**src/rtl/tlb_lookup_ctrl_pkg.sv**
```systemverilog
// Shared widths, field positions and FSM encoding for the TLB lookup controller.
package tlb_lookup_ctrl_pkg;

  localparam int TLB_NUM_SETS       = 16;
  localparam int TLB_NUM_WAYS       = 4;
  localparam int TLB_SET_INDEX_BITS = 4;
  localparam int TLB_LRU_BITS       = 4;

  localparam int VADDR_W       = 32;
  localparam int PADDR_W       = 32;
  localparam int PAGE_OFFSET_W = 12;
  localparam int VPN_W         = 20;
  localparam int PPN_W         = 20;
  localparam int PERMS_W       = 2;
  localparam int WAY_W         = 2;

  // Permission bit positions inside a perms field.
  localparam int PERM_BIT_R = 0;
  localparam int PERM_BIT_W = 1;

  typedef enum logic [2:0] {
    S_IDLE      = 3'd0,
    S_LOOKUP    = 3'd1,
    S_WALK_REQ  = 3'd2,
    S_WALK_WAIT = 3'd3,
    S_REFILL    = 3'd4,
    S_RESP      = 3'd5
  } tlb_state_e;

  // A load needs R, a store needs W; returns 1 when the access is not allowed.
  function automatic logic perm_fault(input logic [PERMS_W-1:0] perms,
                                      input logic               is_write);
    return is_write ? ~perms[PERM_BIT_W] : ~perms[PERM_BIT_R];
  endfunction

endpackage

```
**src/rtl/tlb_lookup_ctrl_if.sv**
```systemverilog
// Core-side request/response channel of the TLB lookup controller.
interface tlb_lookup_ctrl_if;
  import tlb_lookup_ctrl_pkg::*;

  logic               req_valid;
  logic               req_ready;
  logic [VADDR_W-1:0] req_vaddr;
  logic               req_is_write;
  logic               resp_valid;
  logic               resp_ready;
  logic [PADDR_W-1:0] resp_paddr;
  logic               resp_fault;

  // Core side: issues requests, consumes responses.
  modport master (
    output req_valid, req_vaddr, req_is_write, resp_ready,
    input  req_ready, resp_valid, resp_paddr, resp_fault
  );

  // Controller side.
  modport slave (
    input  req_valid, req_vaddr, req_is_write, resp_ready,
    output req_ready, resp_valid, resp_paddr, resp_fault
  );

endinterface

```
**src/rtl/tlb_victim_sel.sv**
```systemverilog
// Refill victim choice: lowest invalid way, else lowest way holding the minimum LRU count.
module tlb_victim_sel
  import tlb_lookup_ctrl_pkg::*;
#(
  parameter int NUM_WAYS = TLB_NUM_WAYS,
  parameter int LRU_BITS = TLB_LRU_BITS
) (
  input  logic                valid_i     [0:NUM_WAYS-1],
  input  logic [LRU_BITS-1:0] lru_count_i [0:NUM_WAYS-1],
  output logic [WAY_W-1:0]    way_o
);

  logic                found_inv;
  logic [WAY_W-1:0]    inv_way;
  logic [WAY_W-1:0]    min_way;
  logic [LRU_BITS-1:0] min_cnt;

  // Ascending scan with strict compare keeps ties on the lowest index.
  always_comb begin
    found_inv = 1'b0;
    inv_way   = '0;
    min_way   = '0;
    min_cnt   = lru_count_i[0];
    for (int w = 0; w < NUM_WAYS; w++) begin
      if (!valid_i[w] && !found_inv) begin
        found_inv = 1'b1;
        inv_way   = WAY_W'(w);
      end
      if (lru_count_i[w] < min_cnt) begin
        min_cnt = lru_count_i[w];
        min_way = WAY_W'(w);
      end
    end
    way_o = found_inv ? inv_way : min_way;
  end

endmodule

```
**src/rtl/tlb_lookup_ctrl.sv**
```systemverilog
// Translation-side TLB controller: set-associative lookup, LRU bump on hit,
// page walk and victim refill on miss, permission check on the response.
module tlb_lookup_ctrl
  import tlb_lookup_ctrl_pkg::*;
#(
  parameter int NUM_SETS       = TLB_NUM_SETS,
  parameter int NUM_WAYS       = TLB_NUM_WAYS,
  parameter int SET_INDEX_BITS = TLB_SET_INDEX_BITS,
  parameter int LRU_BITS       = TLB_LRU_BITS
) (
  input  logic                      clk,
  input  logic                      rst_n,
  tlb_lookup_ctrl_if.slave          bus,
  // storage read port
  output logic [SET_INDEX_BITS-1:0] rd_set_index,
  input  logic                      rd_valid     [0:NUM_WAYS-1],
  input  logic [VPN_W-1:0]          rd_vpn       [0:NUM_WAYS-1],
  input  logic [PPN_W-1:0]          rd_ppn       [0:NUM_WAYS-1],
  input  logic [PERMS_W-1:0]        rd_perms     [0:NUM_WAYS-1],
  input  logic [LRU_BITS-1:0]       rd_lru_count [0:NUM_WAYS-1],
  // storage write port
  output logic                      wr_en,
  output logic                      update_en,
  output logic [SET_INDEX_BITS-1:0] wr_set_index,
  output logic [WAY_W-1:0]          wr_way,
  output logic                      wr_valid,
  output logic [VPN_W-1:0]          wr_vpn,
  output logic [PPN_W-1:0]          wr_ppn,
  output logic [PERMS_W-1:0]        wr_perms,
  output logic [LRU_BITS-1:0]       wr_lru_count,
  // hit LRU bump
  output logic                      lru_update_en,
  output logic [SET_INDEX_BITS-1:0] lru_set_index,
  output logic [WAY_W-1:0]          lru_way,
  // page-table walker
  output logic                      walk_req_valid,
  input  logic                      walk_req_ready,
  output logic [VPN_W-1:0]          walk_req_vpn,
  input  logic                      walk_resp_valid,
  input  logic [PPN_W-1:0]          walk_resp_ppn,
  input  logic [PERMS_W-1:0]        walk_resp_perms,
  input  logic                      walk_resp_fault
);

  localparam logic [SET_INDEX_BITS-1:0] SET_MASK = SET_INDEX_BITS'(NUM_SETS - 1);

  tlb_state_e                state_q;
  logic [VADDR_W-1:0]        vaddr_q;
  logic                      is_write_q;
  logic [SET_INDEX_BITS-1:0] rd_set_index_q;
  logic                      resp_valid_q;
  logic [PADDR_W-1:0]        resp_paddr_q;
  logic                      resp_fault_q;
  logic                      wr_en_q;
  logic                      update_en_q;
  logic [SET_INDEX_BITS-1:0] wr_set_index_q;
  logic [WAY_W-1:0]          wr_way_q;
  logic                      wr_valid_q;
  logic [VPN_W-1:0]          wr_vpn_q;
  logic [PPN_W-1:0]          wr_ppn_q;
  logic [PERMS_W-1:0]        wr_perms_q;
  logic [LRU_BITS-1:0]       wr_lru_count_q;
  logic                      lru_update_en_q;
  logic [SET_INDEX_BITS-1:0] lru_set_index_q;
  logic [WAY_W-1:0]          lru_way_q;
  logic                      walk_req_valid_q;
  logic [VPN_W-1:0]          walk_req_vpn_q;

  logic [VPN_W-1:0]          vpn_q;
  logic [VPN_W-1:0]          req_vpn;
  logic                      hit_d;
  logic [WAY_W-1:0]          hit_way_d;
  logic [PPN_W-1:0]          hit_ppn_d;
  logic [PERMS_W-1:0]        hit_perms_d;
  logic                      lookup_fault_d;
  logic                      refill_fault_d;
  logic [WAY_W-1:0]          victim_way;

  assign vpn_q   = vaddr_q[VADDR_W-1:PAGE_OFFSET_W];
  assign req_vpn = bus.req_vaddr[VADDR_W-1:PAGE_OFFSET_W];

  // Tag match across the set; descending scan so the lowest matching way wins.
  always_comb begin
    hit_d       = 1'b0;
    hit_way_d   = '0;
    hit_ppn_d   = '0;
    hit_perms_d = '0;
    for (int w = NUM_WAYS - 1; w >= 0; w--) begin
      if (rd_valid[w] && (rd_vpn[w] == vpn_q)) begin
        hit_d       = 1'b1;
        hit_way_d   = WAY_W'(w);
        hit_ppn_d   = rd_ppn[w];
        hit_perms_d = rd_perms[w];
      end
    end
    lookup_fault_d = perm_fault(hit_perms_d, is_write_q);
    refill_fault_d = perm_fault(wr_perms_q, is_write_q);
  end

  tlb_victim_sel #(
    .NUM_WAYS (NUM_WAYS),
    .LRU_BITS (LRU_BITS)
  ) u_victim_sel (
    .valid_i     (rd_valid),
    .lru_count_i (rd_lru_count),
    .way_o       (victim_way)
  );

  // Control FSM with all outputs registered; storage strobes default low each cycle.
  always_ff @(posedge clk or negedge rst_n) begin
    if (!rst_n) begin
      state_q          <= S_IDLE;
      vaddr_q          <= '0;
      is_write_q       <= 1'b0;
      rd_set_index_q   <= '0;
      resp_valid_q     <= 1'b0;
      resp_paddr_q     <= '0;
      resp_fault_q     <= 1'b0;
      wr_en_q          <= 1'b0;
      update_en_q      <= 1'b0;
      wr_set_index_q   <= '0;
      wr_way_q         <= '0;
      wr_valid_q       <= 1'b0;
      wr_vpn_q         <= '0;
      wr_ppn_q         <= '0;
      wr_perms_q       <= '0;
      wr_lru_count_q   <= '0;
      lru_update_en_q  <= 1'b0;
      lru_set_index_q  <= '0;
      lru_way_q        <= '0;
      walk_req_valid_q <= 1'b0;
      walk_req_vpn_q   <= '0;
    end else begin
      wr_en_q         <= 1'b0;
      update_en_q     <= 1'b0;
      lru_update_en_q <= 1'b0;
      case (state_q)
        S_IDLE: begin
          if (bus.req_valid) begin
            vaddr_q        <= bus.req_vaddr;
            is_write_q     <= bus.req_is_write;
            rd_set_index_q <= req_vpn[SET_INDEX_BITS-1:0] & SET_MASK;
            state_q        <= S_LOOKUP;
          end
        end
        S_LOOKUP: begin
          if (hit_d) begin
            resp_valid_q <= 1'b1;
            resp_fault_q <= lookup_fault_d;
            resp_paddr_q <= lookup_fault_d ? '0 : {hit_ppn_d, vaddr_q[PAGE_OFFSET_W-1:0]};
            if (!lookup_fault_d) begin
              lru_update_en_q <= 1'b1;
              lru_set_index_q <= rd_set_index_q;
              lru_way_q       <= hit_way_d;
            end
            state_q <= S_RESP;
          end else begin
            walk_req_valid_q <= 1'b1;
            walk_req_vpn_q   <= vpn_q;
            state_q          <= S_WALK_REQ;
          end
        end
        S_WALK_REQ: begin
          if (walk_req_ready) begin
            walk_req_valid_q <= 1'b0;
            state_q          <= S_WALK_WAIT;
          end
        end
        S_WALK_WAIT: begin
          if (walk_resp_valid) begin
            if (walk_resp_fault) begin
              resp_valid_q <= 1'b1;
              resp_fault_q <= 1'b1;
              resp_paddr_q <= '0;
              state_q      <= S_RESP;
            end else begin
              wr_en_q        <= 1'b1;
              update_en_q    <= 1'b1;
              wr_valid_q     <= 1'b1;
              wr_set_index_q <= rd_set_index_q;
              wr_way_q       <= victim_way;
              wr_vpn_q       <= vpn_q;
              wr_ppn_q       <= walk_resp_ppn;
              wr_perms_q     <= walk_resp_perms;
              wr_lru_count_q <= '0;
              state_q        <= S_REFILL;
            end
          end
        end
        S_REFILL: begin
          resp_valid_q <= 1'b1;
          resp_fault_q <= refill_fault_d;
          resp_paddr_q <= refill_fault_d ? '0 : {wr_ppn_q, vaddr_q[PAGE_OFFSET_W-1:0]};
          state_q      <= S_RESP;
        end
        S_RESP: begin
          if (bus.resp_ready) begin
            resp_valid_q <= 1'b0;
            state_q      <= S_IDLE;
          end
        end
        default: state_q <= S_IDLE;
      endcase
    end
  end

  assign bus.req_ready  = (state_q == S_IDLE);
  assign bus.resp_valid = resp_valid_q;
  assign bus.resp_paddr = resp_paddr_q;
  assign bus.resp_fault = resp_fault_q;

  assign rd_set_index   = rd_set_index_q;
  assign wr_en          = wr_en_q;
  assign update_en      = update_en_q;
  assign wr_set_index   = wr_set_index_q;
  assign wr_way         = wr_way_q;
  assign wr_valid       = wr_valid_q;
  assign wr_vpn         = wr_vpn_q;
  assign wr_ppn         = wr_ppn_q;
  assign wr_perms       = wr_perms_q;
  assign wr_lru_count   = wr_lru_count_q;
  assign lru_update_en  = lru_update_en_q;
  assign lru_set_index  = lru_set_index_q;
  assign lru_way        = lru_way_q;
  assign walk_req_valid = walk_req_valid_q;
  assign walk_req_vpn   = walk_req_vpn_q;

endmodule

```
**src/flat_wrapper.sv**
```systemverilog
// flat-port wrapper written by rule: the top's interface ports become plain ports
module tlb_lookup_ctrl_flat import tlb_lookup_ctrl_pkg::*;
#(
  parameter int NUM_SETS       = TLB_NUM_SETS,
  parameter int NUM_WAYS       = TLB_NUM_WAYS,
  parameter int SET_INDEX_BITS = TLB_SET_INDEX_BITS,
  parameter int LRU_BITS       = TLB_LRU_BITS
)
  (clk, rst_n, rd_set_index, rd_valid, rd_vpn, rd_ppn, rd_perms, rd_lru_count, wr_en, update_en, wr_set_index, wr_way, wr_valid, wr_vpn, wr_ppn, wr_perms, wr_lru_count, lru_update_en, lru_set_index, lru_way, walk_req_valid, walk_req_ready, walk_req_vpn, walk_resp_valid, walk_resp_ppn, walk_resp_perms, walk_resp_fault, bus_req_valid, bus_req_vaddr, bus_req_is_write, bus_resp_ready, bus_req_ready, bus_resp_valid, bus_resp_paddr, bus_resp_fault);
  tlb_lookup_ctrl_if bus_i ();
  input  logic clk;
  input  logic rst_n;
  output logic [SET_INDEX_BITS-1:0] rd_set_index;
  input  logic rd_valid[0:NUM_WAYS-1];
  input  logic [VPN_W-1:0] rd_vpn[0:NUM_WAYS-1];
  input  logic [PPN_W-1:0] rd_ppn[0:NUM_WAYS-1];
  input  logic [PERMS_W-1:0] rd_perms[0:NUM_WAYS-1];
  input  logic [LRU_BITS-1:0] rd_lru_count[0:NUM_WAYS-1];
  output logic wr_en;
  output logic update_en;
  output logic [SET_INDEX_BITS-1:0] wr_set_index;
  output logic [WAY_W-1:0] wr_way;
  output logic wr_valid;
  output logic [VPN_W-1:0] wr_vpn;
  output logic [PPN_W-1:0] wr_ppn;
  output logic [PERMS_W-1:0] wr_perms;
  output logic [LRU_BITS-1:0] wr_lru_count;
  output logic lru_update_en;
  output logic [SET_INDEX_BITS-1:0] lru_set_index;
  output logic [WAY_W-1:0] lru_way;
  output logic walk_req_valid;
  input  logic walk_req_ready;
  output logic [VPN_W-1:0] walk_req_vpn;
  input  logic walk_resp_valid;
  input  logic [PPN_W-1:0] walk_resp_ppn;
  input  logic [PERMS_W-1:0] walk_resp_perms;
  input  logic walk_resp_fault;
  input wire logic [$bits(bus_i.req_valid)-1:0] bus_req_valid;
  input wire logic [$bits(bus_i.req_vaddr)-1:0] bus_req_vaddr;
  input wire logic [$bits(bus_i.req_is_write)-1:0] bus_req_is_write;
  input wire logic [$bits(bus_i.resp_ready)-1:0] bus_resp_ready;
  output wire logic [$bits(bus_i.req_ready)-1:0] bus_req_ready;
  output wire logic [$bits(bus_i.resp_valid)-1:0] bus_resp_valid;
  output wire logic [$bits(bus_i.resp_paddr)-1:0] bus_resp_paddr;
  output wire logic [$bits(bus_i.resp_fault)-1:0] bus_resp_fault;
  assign bus_i.req_valid = bus_req_valid;
  assign bus_i.req_vaddr = bus_req_vaddr;
  assign bus_i.req_is_write = bus_req_is_write;
  assign bus_i.resp_ready = bus_resp_ready;
  assign bus_req_ready = bus_i.req_ready;
  assign bus_resp_valid = bus_i.resp_valid;
  assign bus_resp_paddr = bus_i.resp_paddr;
  assign bus_resp_fault = bus_i.resp_fault;
  tlb_lookup_ctrl #(.NUM_SETS(NUM_SETS), .NUM_WAYS(NUM_WAYS), .SET_INDEX_BITS(SET_INDEX_BITS), .LRU_BITS(LRU_BITS)) u_core (.clk(clk), .rst_n(rst_n), .bus(bus_i), .rd_set_index(rd_set_index), .rd_valid(rd_valid), .rd_vpn(rd_vpn), .rd_ppn(rd_ppn), .rd_perms(rd_perms), .rd_lru_count(rd_lru_count), .wr_en(wr_en), .update_en(update_en), .wr_set_index(wr_set_index), .wr_way(wr_way), .wr_valid(wr_valid), .wr_vpn(wr_vpn), .wr_ppn(wr_ppn), .wr_perms(wr_perms), .wr_lru_count(wr_lru_count), .lru_update_en(lru_update_en), .lru_set_index(lru_set_index), .lru_way(lru_way), .walk_req_valid(walk_req_valid), .walk_req_ready(walk_req_ready), .walk_req_vpn(walk_req_vpn), .walk_resp_valid(walk_resp_valid), .walk_resp_ppn(walk_resp_ppn), .walk_resp_perms(walk_resp_perms), .walk_resp_fault(walk_resp_fault));
endmodule
```
**config.mk**
```make
export PLATFORM = sky130hd
export DESIGN_NAME = tlb_lookup_ctrl_flat
export DESIGN_NICKNAME = d
export VERILOG_FILES = /design/src/rtl/tlb_lookup_ctrl_pkg.sv /design/src/rtl/tlb_lookup_ctrl_if.sv /design/src/rtl/tlb_victim_sel.sv /design/src/rtl/tlb_lookup_ctrl.sv /design/src/flat_wrapper.sv
export SDC_FILE = /design/constraint.sdc
export NUM_CORES = 1
export LEC_CHECK = 0
export ABC_CLOCK_PERIOD_IN_PS = 2400
export CORE_ASPECT_RATIO = 2
export CORE_MARGIN = 8
export CORE_UTILIZATION = 39
export DETAILED_ROUTE_END_ITERATION = 16
export HOLD_SLACK_MARGIN = 0.03
export PLACE_DENSITY = 0.82
export SYNTH_ARGS = -nofsm -noshare
export SYNTH_HDL_FRONTEND = slang
export SYNTH_SLANG_ARGS = --single-unit
export TNS_END_PERCENT = 1
```
**constraint.sdc**
```tcl
create_clock -name clk -period 2.4 [get_ports clk]
set_input_delay 0.24 -clock clk [delete_from_list [all_inputs] [get_ports clk]]
set_output_delay 0.24 -clock clk [all_outputs]
set_load 0.01 [all_outputs]
```
# [Word-level counts from Yosys, hierarchy flattened]
# Cells that the tools add are included.
[word_totals] register_bits=152 word_cells=129 input_bits=250 out_inout_bits=122
[classes] n_eq_ne=16 mux=60 bitwise=7 magnitude_cmp=3 n_reduce_logical=24
[ops] op="$mux 32" count=5
[ops] op="$pmux 32 s3" count=1
[ops] op="$eq 20x20->1" count=4
[ops] op="$mux 20" count=4
[ops] op="$mux 1" count=26
[ops] op="$mux 2" count=13
[ops] op="$pmux 3 s6" count=1
[ops] op="$mux 3" count=5
[ops] op="$lt 4x4->1" count=3
[ops] op="$ne 2x2->1 const B" count=6
[ops] op="$reduce_and 3->1" count=3
[ops] op="$mux 4" count=2
[ops] op="$reduce_and 4->1" count=2
[ops] op="$logic_and 1x1->1" count=7
[ops] op="$not 1->1" count=7
[ops] op="$eq 3x2->1 const B" count=2
[ops] op="$eq 3x3->1 const B" count=2
[ops] op="$logic_not 1->1" count=5
[ops] op="$reduce_and 5->1" count=1
[ops] op="$pmux 1 s4" count=1
[ops] op="$reduce_and 2->1" count=2
[ops] op="$reduce_bool 4->1" count=1
[ops] op="$eq 3x1->1 const B" count=1
[ops] op="$logic_not 3->1" count=1
[ops] op="5 further kinds" count=5

# [Longest topological paths before layout]
[depth] depth_word=11 ltp_mapped=17 ltp_nobuf=17

# [By module]
# A second synthesis with hierarchy kept.
[hier_totals] cells_unflattened=744 hier_area_um2=8013.9
[modules_own_cells] mod="tlb_lookup_ctrl" cells_each=682 n_inst=1 seq_area_each_um2=3603.5 area_per_inst_um2=7557.2
[modules_own_cells] mod="tlb_victim_sel" cells_each=62 n_inst=1 seq_area_each_um2=0.0 area_per_inst_um2=456.7

# [Worst setup path after synthesis]
# No wires, ideal clock.
[synth_path] kind="input to register" from="input rd_lru_count[13] in the netlist's numbering" to="register u_core.wr_way_q[1], in the netlist u_core.wr_way[1]" n_path_buf=0 arrival_time_ns=3.279 setup_time_ns=0.129 slack_ns=-1.008 required_ns=2.271 stages=17 path_cell_list="inv_1 > ha_1 > a21o_1 > a21o_1 > a21oi_1 > mux2i_1 > ha_1 > a21oi_1 > nor2_1 > nor3_1 > a21o_1 > a21oi_1 > ha_1 > o21a_1 > o2111ai_1 > a211oi_1 > o22ai_1"
[synth_between] elab_chain_len=7 elab_cells_between_ends=8 cone_classes="order compare (3); mux (5)"
[synth_rtl] item="from (decl)" line_no="flat_wrapper.sv:18" rtl="input logic [LRU_BITS-1:0] rd_lru_count[0:NUM_WAYS-1];"
[synth_rtl] item="$lt 4x4->1" line_no="tlb_victim_sel.sv:29" rtl="if (lru_count_i[w] < min_cnt) begin"
[synth_rtl] item="$mux 4 (*)" line_no="tlb_victim_sel.sv:29"
[synth_rtl] item="$lt 4x4->1" line_no="tlb_victim_sel.sv:29"
[synth_rtl] item="$mux 4" line_no="tlb_victim_sel.sv:29"
[synth_rtl] item="$lt 4x4->1" line_no="tlb_victim_sel.sv:29"
[synth_rtl] item="$mux 2 (*)" line_no="tlb_victim_sel.sv:29"
[synth_rtl] item="$mux 2 (*)" line_no="tlb_victim_sel.sv:34" rtl="way_o = found_inv ? inv_way : min_way;"
[synth_rtl] item="to (signal assigned)" line_no="tlb_lookup_ctrl.sv:181" rtl="wr_way_q <= victim_way;"
[synth_rtl] item="to (decl)" line_no="tlb_lookup_ctrl.sv:57" rtl="logic [WAY_W-1:0] wr_way_q;"
# Mark *: on every way between the ends. The rest lies on a longest branch, timed or not.
# A chain may end at the register's enable or synchronous reset.

# [Worst setup path in the final report]
[layout_path] from="input rd_lru_count[12] in the netlist's numbering" to="register u_core.wr_way_q[1], in the netlist u_core.wr_way[1]"
# Same word-level chain as after synthesis.

==> flow_summary_export.csv <==
group,metric,value,unit
critical_path,worst-path-stages,18,
critical_path,worstPathCellList,"clkdlybuf4s15_1 -> nand2b_4 -> a21o_1 -> a21o_1 -> a21oi_4 -> buf_4 -> mux2i_4 -> ha_4 -> o21ai_1 -> a21oi_1 -> nor2_2 -> a21o_1 -> a21oi_2 -> ha_4 -> o21a_1 -> o2111ai_2 -> a211oi_2 -> o22ai_2",
clocking,clk_latency,440,ps
global_route,grt_first_pass_wirelength,56720,um
logic_synthesis,ys.flop_type,"dfrtp_1",
logic_synthesis,postSynthAreaPerCell,10.63,sq um
logic_synthesis,netlist_area,8448,sq um
layout,multi_input_area,4746,sq um
layout,nets,1501,
critical_path,critPathMaxStageDelay,280,ps
floorplanning,floorplan.initialDensity,39.49,%
floorplanning,die_w,120.1,um
critical_path,path_class,"in -> reg",
outcome,violations,"setup timing",
global_route,grt_max_degree,58,
logic_synthesis,synth_top_area_share,42.65,%
clocking,clockBufferDepth,2,
sta,worst_slew_pin_slew,592.5,ps
logic_synthesis,synth-edff-count,0,
sta,layout_setup_ws,-768.1,ps
layout,layout-drive-gt1-share,27.53,%
logic_synthesis,yosysSeqAreaShare,42.65,%
critical_path,critical_path_arrival,3480,ps
placed_design,dp_hpwl,30520,um
critical_path,r2r-end,"u_core.lru_set_index[3]",
drt,wire_per_inst,25.24,um
clocking,cts_buffers,17,
drt,drt_wl_total,38700,um
sta,fin_crit_sh,132.0,%
sta,fmax,315.6,MHz
floorplanning,die_h,224.1,um
logic_synthesis,ys_seq_elements,144,
worst_hold_path,hold_path_class,"in -> async",
drt,postRouteAntennaNets,0,
pwr,ir_worst_vdd,900.3,uV
pwr,powerDensity,1105,nW/um^2
layout,fillers,1644,
pwr,leakagePower,5.787,nW
drt,first_pass_iters,5,
layout,seqCellArea,3605,sq um
floorplanning,dieArea,26910,sq um
flow_run,drv_cap,0,
placed_design,io_buffers,367,
placed_design,gp_congestion,0.9456,
drt,vias,8716,
logic_synthesis,synthesis.instances,795,
critical_path,slowest_stage,"ha_4",
logic_synthesis,synth_most_common_cell,"dfrtp_1",
global_route,antenna_found_initial,7,
critical_path,crit_required,2710,ps
drt,vias_per_cell,5.686,
floorplanning,io_pins,372,
clocking,cts.sink_count,144,
sta,hold_ws,333.7,ps
global_route,grt_usage,27.97,%
clocking,h-tree-depth,4,
clocking,clk_transition_reported_paths,70,ps
critical_path,critPathLaunch,"rd_lru_count[12]",
logic_synthesis,synthArstFlopShare,100.0,%
layout,syn_to_final_growth,69.64,%
sta,setup_violations,62,
critical_path,critPathMostFrequentCell,"a21o_1",
drt,drt_iter0_markers,544,
sta,grt_setup_unrepaired,"true",
sta,max_slew_margin,60.50,%
floorplanning,std_cell_rows,76,
pwr,p_total,0.01583,W
critical_path,crit_fanout,4,
clocking,cts-root-buf,"clkbuf_16",
sta,hold_viol,0,
critical_path,path_delay_family,"compound AO/OA/AOI/OAI gates",
critical_path,rr_worst_depth,9,
clocking,cts_tree,"built",
critical_path,critical_path.startpoint_type,"input pin",
outcome,status,"complete, but fails checks",
layout,final_util,66.98,%
logic_synthesis,yosys_warnings,0,
global_route,overflow,0,
critical_path,timing.rr.start,"u_core.vaddr_q[21]",
logic_synthesis,synth_area_leaders,"dfrtp_1, mux2_2, xnor2_1",
critical_path,end_kind,"flip-flop",
global_route,grt_pass1_vias,9552,
logic_synthesis,yosysTopAreaCell,"dfrtp_1",
floorplanning,core_area,21400,sq um
logic_synthesis,synth_cell_types,62,
drt,remaining_drc_errors,0,
critical_path,worstSetupEndpoint,"u_core.wr_way[1]",
critical_path,crit_buf_inv,2,
sta,finalClockSkew,12.30,ps
logic_synthesis,synthTopCellsByCount,"dfrtp_1, mux2_2, xnor2_1, clkbuf_1, inv_1",
sta,period_needed,3168,ps
critical_path,rrSetupSlack,-340,ps
sta,slew_violations,0,
[metal layers]
layer	track usage [%]	wire, um	up-vias
met5	0	0	-
met2	52.41	21220	440
met1	25.66	12630	4295
met3	6.835	2329	131
li1	-	-	3850
met4	19.26	2516	0
[power breakdown]
| part | internal (W) | switching (W) |
|---|---|---|
| registers | 0.00354 | 0.00105 |
| logic | 0.00471 | 0.00362 |
| clock network | 0.00176 | 0.00115 |
| total | 0.0100 | 0.00582 |
[timing repair]
action / CTS / global route
endpoints found under the hold margin: 55 / 0
pin swaps: 30 / 20
resized for setup: 65 / 34
buffers inserted: 7 / 9
hold buffers: 1 / 0
setup endpoints to repair: 65 / 66
[cells by family (layout without fill, tap and decap cells)]
logic type               count (synthesis)  after routing  share of synthesized area, %
AO/OA/AOI/OAI                          187            187                         16.93
XOR/XNOR                                81             81                         8.398
adder cells (fa/ha/maj)                 11             11                         1.629
buffers and inverters                  117            572                         6.294
flip-flops                             144            144                         42.65
multiplexers                           106            106                         14.03
other                                    1             11                       0.04439
AND/OR/NAND/NOR                        148            148                         10.03
[worst min-delay path by stage]
stage	cells after the start	startpoint	end	slack, ps
global route	2	rst_n	u_core.wr_vpn[13]	390
floorplan	0	rst_n	u_core.bus.resp_fault	-60
global placement	1	rst_n	u_core.wr_vpn[12]	240
finish	2	rst_n	u_core.wr_vpn[13]	330
detailed placement	1	rst_n	u_core.walk_req_vpn[13]	250
CTS	2	rst_n	u_core.walk_req_vpn[13]	340
[cells in the final DEF (no fill, tap or decap), types with 19 or more instances in the layout]
cell type,netlist,routed
mux2_2,99,97
o211ai_1,22,22
buf_4,14,125
o21ai_1,9,19
dfrtp_1,144,143
clkdlybuf4s50_1,0,358
o22a_1,22,22
inv_1,34,32
xnor2_1,73,59
a21oi_1,27,23
nand4_1,27,27
nand3_1,32,32
a32oi_1,22,22
o2111ai_1,21,20
[flip-flops by register name (all words and copies together) (netlist names)]
name	count
u_core.vaddr_q	29
u_core.wr_way	2
u_core.wr_perms	2
u_core.wr_ppn	20
u_core.lru_update_en	1
u_core.walk_req_vpn	20
u_core.state_q	3
u_core.wr_valid	1
u_core.bus.resp_valid	1
u_core.wr_en	1
u_core.is_write_q	1
u_core.bus.resp_fault	1
u_core.wr_vpn	20
u_core.lru_way	2
u_core.walk_req_valid	1
u_core.rd_set_index	3
u_core.bus.resp_paddr	32
u_core.lru_set_index	4
[metrics by stage]
stage / cell area (sq um) / setup slack [ps] / setup TNS [ps] / std cells
after floorplan: 8476 / -756.9 / -14750 / 798
after global placement: 13190 / -1352 / -35880 / 1477
after detailed placement: 13190 / -1486 / -39270 / 1477
after CTS: 14050 / -572.2 / -17210 / 1517
after global routing: 14330 / -839.0 / -23730 / 1533
final: 14330 / -768.1 / -15410 / 1533
[final cells by class]
type                    count  share of cell area [%]
clock buffers              18                   2.995
repair buffers            506                   33.91
flip-flops and latches    144                   25.15
multi-input cells         537                   33.12
well taps                 273                   2.383
clock inverters            14                   1.414
diodes                      7                  0.1222
inverters                  34                  0.9080
(Power assumes the default switching activity.)
